`src/rtl/wf_i2s_rx.sv`:
```
// I2S slave receiver: oversamples SCLK/LRCK/SDATA in the clk domain and deserializes
// MSB-first samples, presenting each left/right pair as one single-cycle-valid word.
module wf_i2s_rx #(
  parameter int SAMPLE_WIDTH = 16
) (
  input  logic                    clk,
  input  logic                    reset,
  input  logic                    i2s_sclk,
  input  logic                    i2s_lrck,
  input  logic                    i2s_sdata,
  output logic [SAMPLE_WIDTH-1:0] left_data,
  output logic [SAMPLE_WIDTH-1:0] right_data,
  output logic                    sample_valid,
  output logic                    short_slot,
  output logic                    locked
);

  localparam int CW = $clog2(SAMPLE_WIDTH + 1);
  localparam logic [CW-1:0] FULL = CW'(SAMPLE_WIDTH);

  typedef enum logic [1:0] {
    WAIT_SYNC,
    RX_LEFT,
    RX_RIGHT
  } state_t;

  // Synchronizers: sclk gets a third stage so its rising edge lines up with lrck/sdata s2.
  logic sclk_s1, sclk_s2, sclk_s3;
  logic lrck_s1, lrck_s2;
  logic sdata_s1, sdata_s2;

  // NOTE: sequential state is updated with non-blocking assignments only, so every flop
  // samples pre-edge values regardless of process ordering.
  always_ff @(posedge clk) begin
    if (reset) begin
      sclk_s1  <= 1'b0;
      sclk_s2  <= 1'b0;
      sclk_s3  <= 1'b0;
      lrck_s1  <= 1'b0;
      lrck_s2  <= 1'b0;
      sdata_s1 <= 1'b0;
      sdata_s2 <= 1'b0;
    end else begin
      sclk_s1  <= i2s_sclk;
      sclk_s2  <= sclk_s1;
      sclk_s3  <= sclk_s2;
      lrck_s1  <= i2s_lrck;
      lrck_s2  <= lrck_s1;
      sdata_s1 <= i2s_sdata;
      sdata_s2 <= sdata_s1;
    end
  end

  logic sclk_rise;
  assign sclk_rise = sclk_s2 & ~sclk_s3;

  state_t                  state, state_nxt;
  logic                    ws_d, ws_dd;
  logic [SAMPLE_WIDTH-1:0] shreg, shreg_nxt;
  logic [CW-1:0]           bit_cnt, bit_cnt_nxt;
  logic [SAMPLE_WIDTH-1:0] left_pend, left_pend_nxt;
  logic [SAMPLE_WIDTH-1:0] left_data_nxt, right_data_nxt;
  logic                    sample_valid_nxt, short_slot_nxt, locked_nxt;

  // The bit captured at this rise belongs to the channel latched at the previous rise,
  // so a change between the two previous LRCK samples marks this bit as a slot MSB.
  logic                    slot_start;
  logic [SAMPLE_WIDTH-1:0] commit_word;
  logic                    commit_short;
  logic [SAMPLE_WIDTH-1:0] shift_word;
  logic [SAMPLE_WIDTH-1:0] first_word;

  assign slot_start   = ws_d ^ ws_dd;
  assign commit_word  = shreg << (FULL - bit_cnt);
  assign commit_short = (bit_cnt < FULL);
  assign shift_word   = (shreg << 1) | SAMPLE_WIDTH'(sdata_s2);
  assign first_word   = SAMPLE_WIDTH'(sdata_s2);

  // NOTE: every signal written here gets its default first, so no path leaves one
  // unassigned and no latch is inferred.
  always_comb begin
    state_nxt        = state;
    shreg_nxt        = shreg;
    bit_cnt_nxt      = bit_cnt;
    left_pend_nxt    = left_pend;
    left_data_nxt    = left_data;
    right_data_nxt   = right_data;
    sample_valid_nxt = 1'b0;
    short_slot_nxt   = 1'b0;
    locked_nxt       = locked;

    if (sclk_rise) begin
      unique case (state)
        WAIT_SYNC: begin
          if (slot_start && !ws_d) begin
            shreg_nxt   = first_word;
            bit_cnt_nxt = CW'(1);
            locked_nxt  = 1'b1;
            state_nxt   = RX_LEFT;
          end
        end
        RX_LEFT, RX_RIGHT: begin
          if (slot_start) begin
            short_slot_nxt = commit_short;
            shreg_nxt      = first_word;
            bit_cnt_nxt    = CW'(1);
            if (state == RX_LEFT) begin
              left_pend_nxt = commit_word;
              state_nxt     = RX_RIGHT;
            end else begin
              left_data_nxt    = left_pend;
              right_data_nxt   = commit_word;
              sample_valid_nxt = 1'b1;
              state_nxt        = RX_LEFT;
            end
          end else if (bit_cnt < FULL) begin
            shreg_nxt   = shift_word;
            bit_cnt_nxt = bit_cnt + CW'(1);
          end
        end
        default: state_nxt = WAIT_SYNC;
      endcase
    end
  end

  always_ff @(posedge clk) begin
    if (reset) begin
      state        <= WAIT_SYNC;
      ws_d         <= 1'b0;
      ws_dd        <= 1'b0;
      shreg        <= '0;
      bit_cnt      <= '0;
      left_pend    <= '0;
      left_data    <= '0;
      right_data   <= '0;
      sample_valid <= 1'b0;
      short_slot   <= 1'b0;
      locked       <= 1'b0;
    end else begin
      if (sclk_rise) begin
        ws_d  <= lrck_s2;
        ws_dd <= ws_d;
      end
      state        <= state_nxt;
      shreg        <= shreg_nxt;
      bit_cnt      <= bit_cnt_nxt;
      left_pend    <= left_pend_nxt;
      left_data    <= left_data_nxt;
      right_data   <= right_data_nxt;
      sample_valid <= sample_valid_nxt;
      short_slot   <= short_slot_nxt;
      locked       <= locked_nxt;
    end
  end

endmodule

```
`config.mk`:
```
export PLATFORM = sky130hd
export DESIGN_NAME = wf_i2s_rx
export DESIGN_NICKNAME = d
export VERILOG_FILES = /design/src/rtl/wf_i2s_rx.sv
export SDC_FILE = /design/constraint.sdc
export NUM_CORES = 1
export LEC_CHECK = 0
export BUFFER_PORTS_ARGS = -buffer_cell sky130_fd_sc_hd__buf_2
export CORE_MARGIN = 2
export CORE_UTILIZATION = 30
export DETAILED_ROUTE_END_ITERATION = 10
export HOLD_SLACK_MARGIN = 0.08
export PLACE_DENSITY = 0.49
export SYNTH_ARGS = -nofsm -noshare
export SYNTH_HDL_FRONTEND = slang
export SYNTH_SLANG_ARGS = --single-unit
```
`constraint.sdc`:
```
create_clock -name clk -period 6.96 [get_ports clk]
set_clock_uncertainty 0.05 [all_clocks]
set_input_delay 1.392 -clock clk [delete_from_list [all_inputs] [get_ports clk]]
set_output_delay 1.392 -clock clk [all_outputs]
set_load 0.1 [all_outputs]
```
==> metrics.md <==
| Metric | Value |
|---|---|
| Synthesized flop and latch total | 83 |
| Rel. slew slack | 17.5% |
| Core Util, Final | a little over a third |
| Largest net degree at the start of global routing | 85 |
| Startpoint type of the worst setup path | flop |
| Resize count post-CTS | 0 |
| Crit Path Class | reg2reg |
| Global route overflow | 0 |
| Cts hold-fix bufs | 0 |
| Via-to-Cell Ratio | 4.94 |
| F_max | 0.325 GHz |
| DRC | 0 |
| I/O Buffers | 39 |
| Synthesized Nets | 477 |
| Synth area leaders | dfxtp_1 (42%), nand2_1 (8.0%), a21oi_1 (7.3%), mux4_2 (5.7%), mux2i_1 (4.9%) |
| Die X | 118 µm |
| Routed WL per cell | ~15 µm |
| I/O pin cnt | 40 |
| Cell Pwr Density | 223 nW/µm² |
| DRT Pass-1 Iters | 4 |
| Min Tclk post-route | 3080 ps |
| Sum Neg Setup Slack | 0 ps |
| Max Cap Viol | 0 |
| Die span in y | 118 µm |
| Worst setup EP type | flop |
| Worst reg2reg setup slack | 3880 ps |
| Worst Tran Pin Value | 1230 ps |
| Final hold slack | 382 ps |
| Status | finished, final reports clean |
| Final hold vios | 0 |
| Max Root-Sink Buffers | 2 |
| Worst Setup SP | bit_cnt[1] |
| Num CTS Buffers | 9 |
| Fin nets | 497 |
| VDD IR-drop max | roughly 100 µV |
| First-pass GRT wire length | 15,900 µm |
| Critical hold path startpoint | lrck_s1 |
| GRT Overall Usage | around 14% |
| Initial Util | 30.9% |
| Clk_lat worst skew | approximately 340 ps |
| Gpl congestion | between 0.8 and 0.9 |
| Endpoints failing setup | 0 |
| Hold Path Class | reg2reg |
| # diodes | 0 |
| Synthesis Warnings | 0 |
| Register area share after synthesis | 42.4% |
| Fraction of layout cells with a size suffix above 1 | between 10% and 20% |
| Synth area leader | dfxtp_1 |
| Vias in the first global route | 3,063 |
| Core footprint | 12,700 µm² |
| Arr. time, crit path | roughly 3300 ps |
| RR Startpoint | bit_cnt[1] |
| Final WL | 9650 µm |
| Root buffer cell | clkbuf_16 |
| Cell count after synthesis | 463 |
| CTS tree | yes |
| Leak pwr | between 0.0015 and 0.002 µW |
| Die Footprint | approximately 14,000 µm² |
| Initial DRC count | 195 |
| Pins over their slew limit | 0 |
| Post-CTS Setup Inserts | 0 |
| Share of the synthesized area in the top cell type | 42.4% |
| Post-synthesis cell area | roughly 4000 µm² |
| Post-synth EDFFs | 0 |
| Clock transition at the registers of the reported paths | 60 ps |
| Tcrit/Tclk final | 44.2% |
| Avg Synthesized Cell Area | around 8.5 µm² |
| H-tree depth | 3 |
| Rows | 41 |
| Detailed placement HPWL | 6700 µm |
| Area Growth Syn to Fin | 15.5% |
| Critical path peak fanout | 23 |
| Antenna violations before repair | 0 |
| CTS sink cnt | 83 |
| Top-count cell post-synth | nand2_1 |
| Asr flop ratio synth | 0% |
| RSZ-0062 raised after global routing | false |
| Worst EP required | 7170 ps |
| Post-synthesis cell type count | 50 |
| DRT antenna net count | 0 |
| Commonest cells post-synth | nand2_1 (84), dfxtp_1 (83), a21oi_1 (57) |
| Vias | ~3,300 |
| Top_reg_cell synth | dfxtp_1 |
-- per-layer routing --
metal / vias up / wire length (µm) / share of wire [%] / GRT usage, %
li1: 1669 / - / - / -
met1: 1536 / 4890 / 51 / 19.3
met2: 47 / 4370 / 45 / 21.7
met3: 10 / 235 / 2.4 / 3.19
met4: 0 / 149 / 1.5 / 5.95
met5: - / 0 / 0 / 0
-- registers in the layout, indices dropped and copies added (netlist names) --
name,count
left_data,16
left_pend,16
right_data,16
shreg,16
bit_cnt,5
state,2
locked,1
lrck_s1,1
lrck_s2,1
sample_valid,1
sclk_s1,1
sclk_s2,1
sclk_s3,1
sdata_s1,1
sdata_s2,1
short_slot,1
ws_d,1
ws_dd,1
-- kinds of logic (layout without fill, tap and decap cells) --
| kind of cell | count (synthesis) | count (layout) | synth area share (%) |
|---|---|---|---|
| fa+ha+maj | 9 | 9 | 2.87 |
| xor+xnor | 1 | 1 | 0.224 |
| buf+inv | 42 | 67 | 4.98 |
| flops | 83 | 83 | 42.4 |
| compound gates | 93 | 93 | 14.6 |
| mux | 32 | 32 | 11.5 |
| simple gates | 203 | 203 | 23.4 |
-- power breakdown --
part | internal, µW | switching (µW)
Clock | 317 | 200
Sequential | 477 | 0.494
Combinational | 2.82 | 9.32
Total | 797 | 210
-- cell type report --
type | instances | area, µm²
clock buffers | 9 | 225
flip-flops and latches | 83 | 1660
well taps | 172 | 215
inverters | 7 | 26.3
clock inverters | 7 | 98.8
fillers | 1361 | 8150
multi-input cells | 338 | 2070
repair buffers | 44 | 233
-- through the flow --
step / worst slack, ps / instances / instance area (µm²) / total power [µW]
2_1_floorplan: 4350 / 463 / 3920 / 497
3_3_place_gp: 3790 / 644 / 4200 / 500
3_5_place_dp: 3900 / 644 / 4200 / 500
4_1_cts: 3880 / 660 / 4530 / 1020
5_1_grt: 3670 / 660 / 4530 / 1040
6_report: 3880 / 660 / 4530 / 1010
-- critical path, stage by stage, from the launching register on --
cell	delay, ps
dfxtp_1	500
inv_1	80
ha_1	910
mux2i_1	290
a2111oi_0	800
nor4_1	160
nor3_1	200
-- placed cells by master (no fill, tap or decap), types with 2 or more instances in the layout --
cell and n:
nand2_1 84, dfxtp_1 83, a21oi_1 57, nor2_1 39, buf_2 39, nand3_1 30, mux2i_1 19, nor3_1 15
mux4_2 10, nor2b_1 9, ha_1 9, clkbuf_16 9, a211oi_1 7, inv_1 6, nor4_1 5, buf_4 5
nand2b_1 4, o211ai_1 4, nand4_1 3, and2_1 3, mux2_2 3, or3_1 3, a21boi_0 3, inv_6 3
nor3b_1 2, o21ai_1 2, a311oi_1 2, nand3b_1 2, a22oi_1 2, a22o_1 2, bufinv_16 2
-- final timing paths --
path	end	cells past startpoint
worst max-delay path	right_data[15]	6
worst min-delay path	lrck_s2	1
worst max register to register	right_data[15]	6
worst min register to register	lrck_s2	1
Note: power is estimated with default switching activity, not from simulation.
